[config.mk]
export PLATFORM = sky130hd
export DESIGN_NAME = user_proj_counter
export DESIGN_NICKNAME = d
export VERILOG_FILES = /design/src/rtl/user_proj_counter.sv
export SDC_FILE = /design/constraint.sdc
export NUM_CORES = 1
export LEC_CHECK = 0
export CORE_MARGIN = 2
export CORE_UTILIZATION = 40
export CTS_CLUSTER_SIZE = 40
export DETAILED_ROUTE_END_ITERATION = 10
export GPL_TIMING_DRIVEN = 0
export PLACE_DENSITY_LB_ADDON = 0.08
export SYNTH_ARGS = -nofsm -noshare
export SYNTH_HDL_FRONTEND = slang
export SYNTH_SLANG_ARGS = --single-unit
export TNS_END_PERCENT = 30
[constraint.sdc]
create_clock -name wb_clk_i -period 2.7 [get_ports wb_clk_i]
set_input_delay 0.27 -clock wb_clk_i [delete_from_list [all_inputs] [get_ports wb_clk_i]]
set_output_delay 0.27 -clock wb_clk_i [all_outputs]
set_load 0.005 [all_outputs]
[src/rtl/user_proj_counter.sv]
// Wishbone user-project counter: COUNT/CTRL/COMPARE/STATUS bank with a compare-match interrupt.
// Build macro COUNTER_LA_LOAD_EN adds a logic-analyzer load path into COUNT.
`ifndef MPRJ_IO_PADS
`define MPRJ_IO_PADS 38
`endif

module user_proj_counter #(
    parameter logic [31:0] COUNT_STEP = 32'd1,
    parameter logic [31:0] COUNT_ADDR = 32'd0,
    parameter logic [31:0] BASE_ADDR  = 32'h3000_0000
) (
    input  logic                     wb_clk_i,
    input  logic                     wb_rst_i,
    input  logic                     wbs_stb_i,
    input  logic                     wbs_cyc_i,
    input  logic                     wbs_we_i,
    input  logic [3:0]               wbs_sel_i,
    input  logic [31:0]              wbs_dat_i,
    input  logic [31:0]              wbs_adr_i,
    output logic                     wbs_ack_o,
    output logic [31:0]              wbs_dat_o,
    input  logic [31:0]              la_data_in,
    input  logic [31:0]              la_oenb,
    output logic [31:0]              la_data_out,
    input  logic [`MPRJ_IO_PADS-1:0] io_in,
    output logic [`MPRJ_IO_PADS-1:0] io_out,
    output logic [`MPRJ_IO_PADS-1:0] io_oeb,
    input  logic                     user_clock2,
    output logic [2:0]               user_irq
);
    localparam logic [31:0] BANK = BASE_ADDR + (COUNT_ADDR << 4);

    logic [31:0] count_q, compare_q, dat_q;
    logic [1:0]  ctrl_q;
    logic        match_q, ack_q;

    logic        req, wr;
    logic [31:0] rd_data, count_d, compare_d;
    logic [1:0]  ctrl_d;
    logic        match_d;
    logic        unused_inputs;

    function automatic logic [31:0] byte_merge(input logic [31:0] old, input logic [31:0] data,
                                               input logic [3:0] sel);
        logic [31:0] res;
        res = old;
        for (int b = 0; b < 4; b++) begin
            if (sel[b]) res[8*b +: 8] = data[8*b +: 8];
        end
        return res;
    endfunction

    // Handshake: a request is accepted when cyc & stb hit this bank while ack is low;
    // ack is then high for exactly the following cycle, so a held strobe gets one access per two cycles.
    always_comb begin
        req       = wbs_cyc_i & wbs_stb_i & ~ack_q & (wbs_adr_i[31:4] == BANK[31:4]);
        wr        = req & wbs_we_i;
        rd_data   = 32'd0;
        count_d   = count_q;
        ctrl_d    = ctrl_q;
        compare_d = compare_q;
        match_d   = match_q;

        case (wbs_adr_i[3:2])
            2'd0:    rd_data = count_q;
            2'd1:    rd_data = {30'd0, ctrl_q};
            2'd2:    rd_data = compare_q;
            default: rd_data = {31'd0, match_q};
        endcase

        if (ctrl_q[0]) count_d = count_q + COUNT_STEP;
        if (wr && wbs_adr_i[3:2] == 2'd0) count_d = byte_merge(count_q, wbs_dat_i, wbs_sel_i);
`ifdef COUNTER_LA_LOAD_EN
        if (!la_oenb[0]) count_d = la_data_in;
`endif
        if (wr && wbs_adr_i[3:2] == 2'd1 && wbs_sel_i[0]) ctrl_d = wbs_dat_i[1:0];
        if (wr && wbs_adr_i[3:2] == 2'd2) compare_d = byte_merge(compare_q, wbs_dat_i, wbs_sel_i);

        // A match event overrides a write-1-to-clear landing on the same edge.
        if (wr && wbs_adr_i[3:2] == 2'd3 && wbs_sel_i[0] && wbs_dat_i[0]) match_d = 1'b0;
        if (ctrl_q[0] && count_q == compare_q) match_d = 1'b1;
    end

    always_ff @(posedge wb_clk_i) begin
        if (wb_rst_i) begin
            count_q   <= 32'd0;
            ctrl_q    <= 2'd0;
            compare_q <= 32'd0;
            match_q   <= 1'b0;
            ack_q     <= 1'b0;
            dat_q     <= 32'd0;
        end else begin
            count_q   <= count_d;
            ctrl_q    <= ctrl_d;
            compare_q <= compare_d;
            match_q   <= match_d;
            ack_q     <= req;
            dat_q     <= (req && !wbs_we_i) ? rd_data : 32'd0;
        end
    end

    assign wbs_ack_o   = ack_q;
    assign wbs_dat_o   = dat_q;
    assign la_data_out = count_q;
    assign user_irq    = {2'b00, match_q & ctrl_q[1]};
    assign io_out      = {count_q[`MPRJ_IO_PADS-9:0], 8'h00};
    assign io_oeb      = {{(`MPRJ_IO_PADS-8){1'b0}}, 8'hFF};

    assign unused_inputs = ^{io_in, user_clock2, la_data_in, la_oenb, wbs_adr_i[1:0]};
endmodule

==> impl_metrics.py <==
metrics = {
    "global_route": {
        "grt_max_degree": 16,
        "met3_usage_pct": 5.67,
        "grt_antenna_before_repair": 0,
        "gr-total-overflow": 0,
        "grt_pass1_vias": 5441,
        "grt.total_usage_pct": 25.5,
        "grt_util_met1_pct": 35.4,
        "top_usage_layer": "met2",
        "use_met2_pct": 38.6,
        "grt_pass1_wl_mm": 30.9,
    },
    "logic_synthesis": {
        "ys_types": 64,
        "synth_simple_gate_area_share_pct": 24.0,
        "synth_top_area_share_pct": 34.3,
        "synth_compound_area_share_pct": 10.5,
        "synth_top_family_by_area": "simple AND/OR/NAND/NOR gates",
        "synth_most_common_cell": "dfxtp_1",
        "ys_ff_latch": 100,
        "synthArstFlopShare_pct": 0,
        "synth_edf_count": 0,
        "synth_cells": 664,
        "ys_top_cells_by_area": "dfxtp_1, mux2i_1, buf_4",
        "netlist_top_cells_count": "dfxtp_1, buf_4, nor2_1",
        "synth_area_sq_um": 5840,
        "synth_adder_area_share_pct": 0.214,
        "synth-xor-area-share_pct": 4.95,
        "yosysTopAreaCell": "dfxtp_1",
        "synthMuxAreaShare_pct": 11.7,
        "yosysWarnings": 0,
        "yosysSeqAreaShare_pct": 34.3,
        "ys.flop_type": "dfxtp_1",
        "synth.avg_cell_area_sq_um": 8.79,
    },
    "layout": {
        "fin_nets": 1062,
        "design_area_sq_um": 8190,
        "antenna_cells": 0,
        "synthToLayoutAreaGrowth_pct": 40.3,
        "drive_above_1_share_pct": 14.1,
        "nFillCells": 1345,
    },
    "clock_network": {
        "cts_tree": "done",
        "numCtsBuffers": 9,
        "htree_levels": 3,
        "ctsHoldBuffers": 0,
        "clockBufferDepth": 2,
        "clock_latency_ns": 0.36,
        "path_clk_slew_ns": 0.07,
        "cts_root_buf": "clkbuf_16",
        "numClockSinks": 100,
    },
    "worst_setup_path": {
        "cp.depth": 8,
        "r2r_start": "la_data_out[1]",
        "slowest_delay_ns": 0.49,
        "ff2ff_setup_slack_ns": 0.19,
        "reg2regPathDepth": 8,
        "arrival_ns": 2.83,
        "critPathLaunch": "wbs_adr_i[17]",
        "cp_cell_sequence": "clkdlybuf4s50_1 > nor4_1 > nand4_1 > buf_2 > nor3_4 > buf_2 > nor2_1 > nor4_1",
        "path_max_fanout": 10,
        "crit_buf_inv": 3,
        "crit_family": "simple AND/OR/NAND/NOR gates",
        "reg2reg_to": "la_data_out[24]",
        "crit_type": "input pin to flop",
        "setup.worst_path.end_class": "flop",
        "worst-endpoint-required_ns": 2.95,
        "critPathSlowestCell": "nor3_4",
        "critPathLaunchType": "input pin",
        "timing.critical_path.to": "la_data_out[9]",
    },
    "floorplan": {
        "num_io_pins": 320,
        "row_count": 44,
        "die_h_um": 125,
        "core_region_area_sq_um": 14400,
        "die_area_sq_um": 15600,
        "start_util_pct": 40.6,
        "dieWidth_um": 125,
    },
    "drt": {
        "num_vias": 5718,
        "drt_pass1_iterations": 5,
        "routed_wl_mm": 20.1,
        "via_per_inst": 5.33,
        "drtAntennaViolNets": 0,
        "drc": 0,
        "drtIter0Drc": 544,
        "wl_per_cell_um": 18.7,
    },
    "timing": {
        "rsz0062_at_grt": "yes",
        "finalHoldViolCount": 0,
        "max_freq_mhz": 389,
        "finalMaxSlewViolations": 0,
        "fin_crit_ns": 2.57,
        "worst_pin_slew_ns": 0.882,
        "relSlewSlack_pct": 40.8,
        "setup_slack_ns": 0.127,
        "finClkSkew_ns": 0.0100,
        "finalSetupViolations": 0,
        "post-route-period-util_pct": 95.3,
    },
    "flow_run": {
        "max_cap_violations": 0,
    },
    "placement": {
        "placed_area_sq_um": 7880,
        "preCtsSetupSlack_ns": -0.482,
        "dp_hpwl_mm": 15.4,
        "gp_congestion": 0.907,
        "port_buffers": 164,
    },
    "min_path": {
        "holdCritPathClass": "input pin to flop",
    },
    "power": {
        "power_w": 0.00305,
        "power.density_nw_per_um2": 372,
        "vdd_drop_max_mv": 0.279,
        "power.leakage_nw": 3.06,
    },
    "status": {
        "outcome": "complete, no violations",
    },
}
==> how the worst min path moves through the flow <==
stage                     cells after the start    startpoint  slack, ns           end
after global placement                        2       match_q       0.49       match_q
final                                         4  wbs_adr_i[2]       0.46       match_q
after global routing                          3  wbs_adr_i[2]       0.51  wbs_dat_o[1]
after CTS                                     4  wbs_adr_i[2]       0.43       match_q
after floorplan                               2  wbs_dat_i[0]       0.42     ctrl_q[0]
after detailed placement                      2       match_q       0.49       match_q
==> state kept, by name, summed over array words and instances, names as in the netlist <==
name         cells
compare_q       32
la_data_out     32
wbs_dat_o       32
ctrl_q           2
match_q          1
wbs_ack_o        1
==> cell families after synthesis <==
logic type / after synthesis
fa+ha+maj: 1
mux: 67
flops: 100
buf+inv: 132
xor+xnor: 33
compound gates: 84
simple gates: 245
other cells: 2
==> report_power, final <==
group          total (W)  internal, W      switching [W]
combinational   0.000285     0.000157           0.000128
sequential       0.00147      0.00147  0.000000000000208
clock            0.00129     0.000715           0.000574
==> layer usage <==
layer,wire length (um),part of all wire (%)
met5,0,0
met4,564,2.8
met3,1860,9.3
met2,8740,44
met1,8900,44
==> worst reg2reg max path: stages (launching register included) <==
cell and delay [ns]:
dfxtp_2 0.45, ha_1 0.27, nand4_4 0.13, or2_1 0.24
clkbuf_2 0.15, or3_1 0.38, clkbuf_2 0.17, or4_1 0.47
a31oi_1 0.17
==> layout by cell type, fill, tap and decap left out, types with 10 or more instances in the layout <==
cell / synthesis / layout
a21oi_1: 10 / 10
a31oi_1: 14 / 13
and4_1: 14 / 14
buf_4: 83 / 83
clkbuf_1: 26 / 28
clkdlybuf4s50_1: 0 / 164
conb_1: 2 / 48
dfxtp_1: 100 / 98
inv_1: 13 / 13
mux2i_1: 66 / 66
nand2_1: 18 / 18
nand3_1: 25 / 25
nand4_1: 15 / 15
nor2_1: 82 / 82
nor3_1: 21 / 21
nor4_1: 16 / 16
o21ai_0: 10 / 10
xnor2_1: 28 / 28
==> final cells by class <==
cell class | instances | area (sq um) | area share [%]
buffer | 119 | 776 | 9.47
clock buffer | 11 | 233 | 2.84
clock inverter | 4 | 51.3 | 0.626
inverter | 13 | 48.8 | 0.596
multi-input combinational | 478 | 3210 | 39.1
sequential | 100 | 2000 | 24.5
tap | 184 | 230 | 2.81
timing repair buffer | 164 | 1640 | 20.0
==> per-stage QoR <==
stage	TNS [ns]	hold WS [ns]	util, %	instances
3_3_place_gp	-12.44	0.486	54.9	1058
5_1_grt	-0.0810	0.509	57.0	1073
6_report	0	0.457	57.0	1073
2_1_floorplan	0	0.417	-	710
3_5_place_dp	-12.60	0.489	54.9	1058
4_1_cts	0	0.430	56.9	1073
==> timing repair <==
action                     CTS  global route
pin swaps                    0             1
cloned                       0             0
setup endpoints to repair   14             7
resized for setup            2             3
buffers inserted             0             0
hold endpoints to repair     0             0
Power figures use the tool's default switching activity.
==> edit (config.mk and constraints unchanged) <==
The option `COUNTER_LA_LOAD_EN` is turned on by a define.
--- a/src/rtl/user_proj_counter.sv
+++ b/src/rtl/user_proj_counter.sv
@@ -1,5 +1,7 @@
 // Wishbone user-project counter: COUNT/CTRL/COMPARE/STATUS bank with a compare-match interrupt.
 // Build macro COUNTER_LA_LOAD_EN adds a logic-analyzer load path into COUNT.
+`define COUNTER_LA_LOAD_EN
+
 `ifndef MPRJ_IO_PADS
 `define MPRJ_IO_PADS 38
 `endif
Function: changed (a bounded check fails within 4 cycles, from zero or initial values and one cycle with wb_rst_i high).
==> edit against the original RTL <==
Worst setup slack got worse by 22 ps; global-route usage fell by 1.2 points; synthesized cell count increased by 7.1%; routed wire length up 1.3%; first-iteration DRC count fell by 18%; die area increased by 4.9%; area after synthesis up 5.0%; via count increased by 3.3%; worst hold slack gained 26 ps; sequential cell count unchanged; clock skew down 2.4 ps; final area increased by 7.1%; critical endpoint is now la_data_out[8]; largest cell class unchanged.
Power is not compared: it rests on default switching activity, and its combinational part moved more than twofold at a synthesized area within 25%.
==> edit: results <==
export IMPL_status="completed"
export IMPL_critical_path_top_delay_family="buffers and inverters"
export IMPL_yosysUniqueCellTypes=63
export IMPL_pg_clk_mw=1.20
export IMPL_rr_endpoint="la_data_out[26]"
export IMPL_place_congestion=0.9135
export IMPL_grt_met1_usage_pct=32.98
export IMPL_post_cts_buffers=0
export IMPL_port_buffers=195
export IMPL_fin_cells=1156
export IMPL_drive_gt1_share_pct=15.08
export IMPL_top_layer_used="met5"
export IMPL_grt_pass1_vias=5370
export IMPL_ys_top_cells_by_area="dfxtp_1, mux2i_1, buf_4, nor2_1, xnor2_1"
export IMPL_ys_seq_area_share_pct=32.65
export IMPL_dr_wl_met3_mm=1.550
export IMPL_rr_worst_depth=7
export IMPL_wl_met1_mm=9.164
export IMPL_antenna_found_initial=1
export IMPL_wirelength_mm=20.33
export IMPL_crit_slowest_cell="clkbuf_1"
export IMPL_placed_cells=1140
export IMPL_hpwlAfterDp_mm=15.60
export IMPL_worst_pin_slew_ps=843.4
export IMPL_hold_slack_ps=482.7
export IMPL_viasPerCell=5.108
export IMPL_leakagePower_nw=3.613
export IMPL_grt_use_met2_pct=37.78
export IMPL_regToRegSetupSlack_ps=150
export IMPL_clock_root_buffer="clkbuf_16"
export IMPL_yosys_top_cells_count="nor2_1, dfxtp_1, buf_4, mux2i_1, nand2_1"
export IMPL_grt_pass1_wl_mm=30.18
export IMPL_track_usage_pct=24.25
export IMPL_critPathLaunch="wbs_adr_i[5]"
export IMPL_dr_pass1_iters=4
export IMPL_wl_met2_mm=9.039
export IMPL_cp_arrival_ps=2860
export IMPL_grt_use_met3_pct=5.927
export IMPL_finClkSkew_ps=7.627
export IMPL_crit_path_end="la_data_out[8]"
export IMPL_max_stage_delay_ps=590
export IMPL_drtIter0Drc=448
export IMPL_syn_area_per_cell_um2=8.623
-- edit: cell count changes after synthesis, moves of 7 or more --
| cell | before | now |
|---|---|---|
| nand3_1 | 25 | 17 |
| nor2_1 | 82 | 106 |
| a311oi_2 | 0 | 7 |
| xnor2_1 | 28 | 42 |
| nor4_1 | 16 | 8 |
| clkbuf_1 | 26 | 33 |
| and4_1 | 14 | 4 |
| o211ai_1 | 3 | 11 |
| o21ai_0 | 10 | 3 |
| nand2_1 | 18 | 49 |
-- edit: cell type report --
type | instances | area, µm²
fillers | 1398 | 6319
well taps | 188 | 235.2
repair buffers | 195 | 1952
multi-input cells | 519 | 3476
flip-flops and latches | 100 | 2003
clock inverters | 5 | 28.78
inverters | 10 | 37.54
clock buffers | 11 | 232.7
plain buffers | 128 | 805.8
-- edit: logic make-up (layout without fill, tap and decap cells) --
family | count (synthesis) | in the layout | synth area share [%]
AOI/OAI and AO/OA | 86 | 86 | 12.59
xor gates and xnor gates | 51 | 51 | 7.286
adders and majority gates | 1 | 1 | 0.2040
buffers and inverters | 138 | 349 | 13.73
DFF | 100 | 100 | 32.65
muxes | 68 | 68 | 11.33
other | 2 | 48 | 0.1225
and+or+nand+nor | 265 | 265 | 22.08
-- edit: timing repair --
item	CTS	global route
setup endpoints to repair	0	9
endpoints found under the hold margin	0	0
hold buffers	0	0
resized for setup	0	6
-- edit: stage by stage --
stage               utilization, %  power [mW]  setup WS [ps]  cell area, µm²
finish                       58.13       3.513          105.0            8771
global route                 58.13       3.652         -25.78            8771
CTS                          58.00       3.527          32.61            8752
detailed placement           56.27       2.339         -188.8            8491
global placement             56.27       2.337         -180.8            8491
floorplan                        -       1.956          659.1            6304
